--- src/rtl/pc_fetch.sv ---
// Program counter and instruction fetch sequencer: fetches one word per
// instruction over a request/ack memory port, then holds it for one execute cycle.
module pc_fetch #(
  parameter logic [31:0] RESET_PC = 32'h0000_0000
) (
  input  logic        clk,
  input  logic        reset,
  input  logic        PCWre,
  input  logic        PCSrc,
  input  logic        ExtSel,
  output logic        imem_req,
  output logic [31:0] imem_addr,
  input  logic        imem_ack,
  input  logic [31:0] imem_rdata,
  output logic [31:0] pc,
  output logic [31:0] instr,
  output logic [5:0]  op,
  output logic [31:0] ext_imm,
  output logic        instr_valid,
  output logic        halted
);

  typedef enum logic [1:0] {
    ST_IDLE  = 2'd0,
    ST_FETCH = 2'd1,
    ST_EXEC  = 2'd2,
    ST_HALT  = 2'd3
  } state_t;

  state_t      state_reg;
  logic [31:0] pc_reg;
  logic [31:0] instr_reg;
  logic        req_reg;
  logic        valid_reg;
  logic        halted_reg;

  logic [31:0] seq_pc_next;
  logic [31:0] branch_off;
  logic [31:0] branch_pc_next;
  logic [31:0] pc_next;

  // Branch offset is always sign-extended; ExtSel only shapes ext_imm.
  assign seq_pc_next    = pc_reg + 32'd4;
  assign branch_off     = {{14{instr_reg[15]}}, instr_reg[15:0], 2'b00};
  assign branch_pc_next = seq_pc_next + branch_off;
  assign pc_next        = PCSrc ? branch_pc_next : seq_pc_next;

  always_ff @(posedge clk) begin
    if (reset) begin
      state_reg  <= ST_IDLE;
      pc_reg     <= RESET_PC;
      instr_reg  <= 32'h0;
      req_reg    <= 1'b0;
      valid_reg  <= 1'b0;
      halted_reg <= 1'b0;
    end else begin
      case (state_reg)
        ST_IDLE: begin
          state_reg <= ST_FETCH;
          req_reg   <= 1'b1;
        end
        ST_FETCH: begin
          if (imem_ack) begin
            instr_reg <= imem_rdata;
            state_reg <= ST_EXEC;
            req_reg   <= 1'b0;
            valid_reg <= 1'b1;
          end
        end
        ST_EXEC: begin
          valid_reg <= 1'b0;
          if (!PCWre) begin
            // Halt has priority over a taken branch.
            state_reg  <= ST_HALT;
            halted_reg <= 1'b1;
          end else begin
            pc_reg    <= pc_next;
            state_reg <= ST_FETCH;
            req_reg   <= 1'b1;
          end
        end
        ST_HALT: begin
          state_reg <= ST_HALT;
        end
        default: begin
          state_reg <= ST_IDLE;
          req_reg   <= 1'b0;
          valid_reg <= 1'b0;
        end
      endcase
    end
  end

  assign imem_req    = req_reg;
  assign imem_addr   = pc_reg;
  assign pc          = pc_reg;
  assign instr       = instr_reg;
  assign op          = instr_reg[31:26];
  assign instr_valid = valid_reg;
  assign halted      = halted_reg;

  assign ext_imm[15:0] = instr_reg[15:0];
  generate
    for (genvar gi = 16; gi < 32; gi++) begin : g_ext
      assign ext_imm[gi] = ExtSel & instr_reg[15];
    end
  endgenerate

endmodule

--- config.mk ---
export PLATFORM = sky130hd
export DESIGN_NAME = pc_fetch
export DESIGN_NICKNAME = d
export VERILOG_FILES = /design/src/rtl/pc_fetch.sv
export SDC_FILE = /design/constraint.sdc
export NUM_CORES = 1
export LEC_CHECK = 0
export CORE_ASPECT_RATIO = 0.8
export CORE_UTILIZATION = 35
export CTS_CLUSTER_SIZE = 24
export DETAILED_ROUTE_END_ITERATION = 10
export MAX_ROUTING_LAYER = met4
export PLACE_DENSITY_LB_ADDON = 0.15
export SLEW_MARGIN = 20
export SYNTH_ARGS = -nofsm -noshare
export SYNTH_HDL_FRONTEND = slang
export SYNTH_SLANG_ARGS = --single-unit
--- constraint.sdc ---
create_clock -name clk -period 4.3 [get_ports clk]
set_input_delay 0.43 -clock clk [delete_from_list [all_inputs] [get_ports clk]]
set_output_delay 0.43 -clock clk [all_outputs]
set_load 0.02 [all_outputs]
=== Word level (Yosys, flattened, before mapping) ===
Index checks and enable logic that the tools add are counted.

* Add/subtract/negate cells: 2
* Equal/unequal tests: 5
* Mux-type cells: 9
* Bitwise gates (word level): 2
* Reduce and logical (&&, ||, !) cells: 8

{| class="wikitable"
|+ Operators with widths
! kind !! number
|-
| 32-bit by 3-bit adder with 32-bit output, second input constant || 1
|-
| 32-bit adder || 1
|-
| 32-bit 2-to-1 mux || 1
|-
| 2-bit one-hot mux with 4 select lines || 1
|-
| 2-bit AND reduction || 4
|-
| 2-bit == test, second input constant || 2
|-
| 2-bit 2-to-1 mux || 2
|-
| 2-bit != test, second input constant || 2
|-
| 1-bit 2-to-1 mux || 3
|-
| 1-bit one-hot mux with 3 select lines || 1
|-
| 3-bit AND reduction || 1
|-
| 3-bit nonzero test || 1
|-
| 2-bit by 1-bit == test with 1-bit output, second input constant || 1
|-
| 2-bit zero test || 1
|-
| 1-bit one-hot mux with 2 select lines || 1
|-
| 2-bit nonzero test || 1
|-
| 1-bit bitwise AND || 1
|-
| 1-bit NOT || 1
|}

* Register bits: 69
* Output and inout bits: 137
* Logic and storage cells: 32

=== Longest topological paths before layout ===
* Depth after elaboration: 3
* Mapped depth: 17

=== Worst setup path after synthesis ===
Ideal clock, no wire load.

* Path type: flip-flop to flip-flop
* Start point: reg pc_reg[9], in the netlist imem_addr[9]
* End point: reg pc_reg[31], in the netlist imem_addr[31]
* Library setup time: 0.123 ns
* Data arrival time: 3.808 ns
* Data required time: 4.177 ns
* Setup slack: 0.368 ns
* Stages on the path, launching flop included: 15
* Period minus slack after synthesis: 3.932 ns
* Cells stage by stage: dfxtp_1 > and3_4 > nand4_4 > nor3_1 > nand3_1 > xnor2_1 > ha_1 > a21o_1 > or3_1 > or3_1 > o21ai_2 > a41oi_1 > o211ai_1 > mux2i_1 > mux2_1

* Cells in the longest elaborated chain, start to end: 3

{| class="wikitable"
|+ RTL lines
! element !! line !! source
|-
| from (decl) || 31 || <nowiki>logic [31:0] pc_reg;</nowiki>
|-
| from (signal assigned) || 77 || <nowiki>pc_reg <= pc_next;</nowiki>
|-
| 32-bit by 3-bit adder with 32-bit output (*) || 43 || <nowiki>assign seq_pc_next = pc_reg + 32'd4;</nowiki>
|-
| 32-bit adder || 45 || <nowiki>assign branch_pc_next = seq_pc_next + branch_off;</nowiki>
|-
| 32-bit 2-to-1 mux (*) || 46 || <nowiki>assign pc_next = PCSrc ? branch_pc_next : seq_pc_next;</nowiki>
|}

Every way passes the cells marked *; elsewhere a longest branch is shown, timed or not.
A chain may end at the register's enable or synchronous reset.

=== Final worst setup path ===
* Start point: reg pc_reg[7], in the netlist imem_addr[7]
* End point: reg pc_reg[31], in the netlist imem_addr[31]

The elaborated chain is that of the path after synthesis.

==> parameters.txt <==
Parameter                              Value

Critical path
  Startpoint type of the worst setup path    flip-flop
  Reg-to-reg setup timing slack    0.25 ns
  Crit. End Element    flip-flop
  Critical register-to-register path endpoint    imem_addr[31]
  Data required time of the worst path    4.53 ns
  Worst setup path category    flip-flop to flip-flop
  Worst setup endpoint    imem_addr[31]
  Worst reg2reg path depth    16
  Startpoint of the most critical setup path    imem_addr[7]
  Source of the worst register-to-register timing path    imem_addr[7]
  Maximum fanout along the worst path    6
  Arrival time reported for the critical path endpoint    4.28 ns

Global route
  Remaining global-route overflow    0
  Wire length of the first global-routing pass    27200 µm
  Initial antenna violation count    0
  Largest net degree at the start of global routing    40
  Number of global-route vias before repair    5235
  GRT Overall Usage    22.2%

Routing
  Vias    5571
  Wire length on met1    8140 µm
  Total length of routed met3 wires    1310 µm
  First-pass detailed-route iteration total    5
  Drt wl/cell    16.5 µm
  Topmost layer with routed signal wires    met4
  Final wirelength    17400 µm
  Vias per std cell    5.30
  Met2 routed wirelength    7690 µm
  Post-route ant nets    0
  Initial DRC Count    447
  Detailed-route DRC error count    0

Clocking
  TritonCTS sink count    67
  Worst-skew pair later-pin latency    0.35 ns
  Total number of H-tree levels    3
  Clock root cell    clkbuf_16
  Number of CTS-inserted buffers    9
  CTS tree    built
  Buffer levels on the longest clock path    2
  Hold Buf Count CTS    0
  Clock transition at the registers of the reported paths    0.06 ns

STA
  Setup clock skew after layout    0.00719 ns
  Crit path time final    4.05 ns
  Worst Max-Slew Pin Slew    0.818 ns
  Final cycle utilization of the critical path    94.1%
  Setup TNS    0 ns
  Max-slew violation count    0
  Achievable clock frequency    247 MHz
  Total setup violations reported at the end of the flow    0
  Final Hold Viols    0
  Final critical-path setup slack    0.252 ns
  Headroom to the max-slew limit    45.5%

Layout
  Antenna cells    0
  Non-filler cells in the finished layout    1051
  Number of flip-flops under the largest register name    32
  Final nets    912
  Final core occ    48.2%
  Share of cells above drive strength 1    8.09%
  Top library cells by usage in the layout, fill and taps aside    169 x clkdlybuf4s50_1, 102 x nand2_1, 86 x a21oi_1
  Most common library cell in the layout ignoring fill and taps    clkdlybuf4s50_1
  Synthesis-to-layout area growth    32.8%

Die
  Site Rows    40
  Die area    16300 µm²
  Die outline height    114 µm
  Boundary Pins    175
  Starting utilization of the core area    36.3%
  X dimension of the die    142 µm
  Core area    15200 µm²

Synth
  Area share of the largest cell type after synthesis    24.3%
  Post-synthesis sequential area ratio    24.3%
  Post-synth design cell area    5520 µm²
  Proportion of register bits with asynchronous set or reset after synthesis    0%
  Synth warn    0
  Most instantiated flip-flop cell in the synthesis netlist    dfxtp_1
  Distinct cells, synth    66
  Number of synthesized flops with an enable pin    0
  Synth Instances    736
  Post-synthesis area per instance    7.50 µm²
  Synth area leaders    dfxtp_1 24%, buf_4 9.8%, ha_1 8.4%, a21oi_1 7.8%, nand2_1 6.9%
  Cell taking the most area after synthesis    dfxtp_1
  Flip-flop and latch count after synthesis    67

Power
  Worst vdd rail ir drop    0.000211 V
  Leakage power total    2.88 nW
  Total power    1.74 mW
  Pwr dens    238 nW/µm²

Worst hold path
  Hold-critical path depth    2
  Type of the most critical hold path    flip-flop to flip-flop
  Beginning of the worst hold path    instr[22]

Flow run
  Reported max-cap violation count    0

Place
  Post-Place Setup Slack    0.160 ns
  Final HPWL DP    13000 µm
  Routability congestion estimate from global placement    0.897
  Count of buffers inserted at the top-level ports    170
  Cells after DPL    1033

Outcome
  Run status    completed
per-stage QoR:
stage                     area [µm²]  hold slack, ns
after global placement          6980           0.442
final                           7330           0.461
after detailed placement        6980           0.449
after global routing            7330           0.484
after floorplan                 5530           0.514
after CTS                       7260           0.461
critical path, stage by stage, from the launching register on:
cell and delay (ns):
dfxtp_1 0.40, and4_4 0.29, nand3_2 0.13, nor4_4 0.42, and2_2 0.29, nand3_1 0.14, xnor2_2 0.19, ha_1 0.35
a21oi_1 0.20, o31ai_1 0.11, o41ai_2 0.29, buf_4 0.18, mux2i_1 0.18, a41oi_1 0.06, o211ai_1 0.16, mux2i_1 0.22
mux2_1 0.33
final cells by class:
type	instances	area [µm²]
Inverter	11	41.3
Clock inverter	7	57.6
Fill cell	1551	7890
Sequential cell	67	1340
Timing Repair Buffer	194	1880
Multi-Input combinational cell	553	3520
Clock buffer	9	225
Tap cell	210	263
how the worst min path moves through the flow:
stage,to
floorplan,instr_valid
global placement,instr[24]
global route,instr[16]
CTS,instr[22]
finish,instr[22]
detailed placement,instr[22]
logic make-up (layout without fill, tap and decap cells):
family | Yosys count | count (layout) | share of synthesized area [%]
flip-flops | 67 | 67 | 24.3
adder cells (fa/ha/maj) | 38 | 38 | 8.75
other | 1 | 4 | 0.0680
buffers and inverters | 119 | 221 | 13.0
AND/OR/NAND/NOR | 254 | 254 | 22.1
XOR/XNOR | 47 | 47 | 7.46
multiplexers | 6 | 6 | 1.13
AO/OA/AOI/OAI | 204 | 204 | 23.2
routing by layer:
layer | vias to the layer above | track usage, %
met5 | - | -
met4 | 0 | 6.02
met3 | 19 | 4.73
met2 | 244 | 34.4
met1 | 2582 | 29.1
li1 | 2726 | -
Yosys cell counts, types with 9 or more instances:
cell type / number
clkbuf_1: 26
a21o_1: 16
and3_1: 9
inv_1: 10
o21ai_0: 27
dfxtp_1: 67
a21oi_1: 86
nand3_1: 18
ha_1: 37
nor3_1: 16
nor2_1: 52
buf_4: 72
xor2_1: 17
nand4_1: 13
nand2_1: 102
xnor2_1: 30
a211oi_1: 13
where the power goes:
group	internal, mW	total (mW)	leakage (nW)	switching (mW)
registers	0.643	0.671	0.545	0.0273
logic	0.154	0.338	2.21	0.184
clock network	0.399	0.732	0.129	0.333
total	1.20	1.74	2.88	0.545
timing repair:
item	4_1_cts	5_1_grt
setup endpoints to repair	0	1
setup buffers	0	2
hold endpoints to repair	0	0
gates resized for setup	0	13
(Power assumes the default switching activity.)
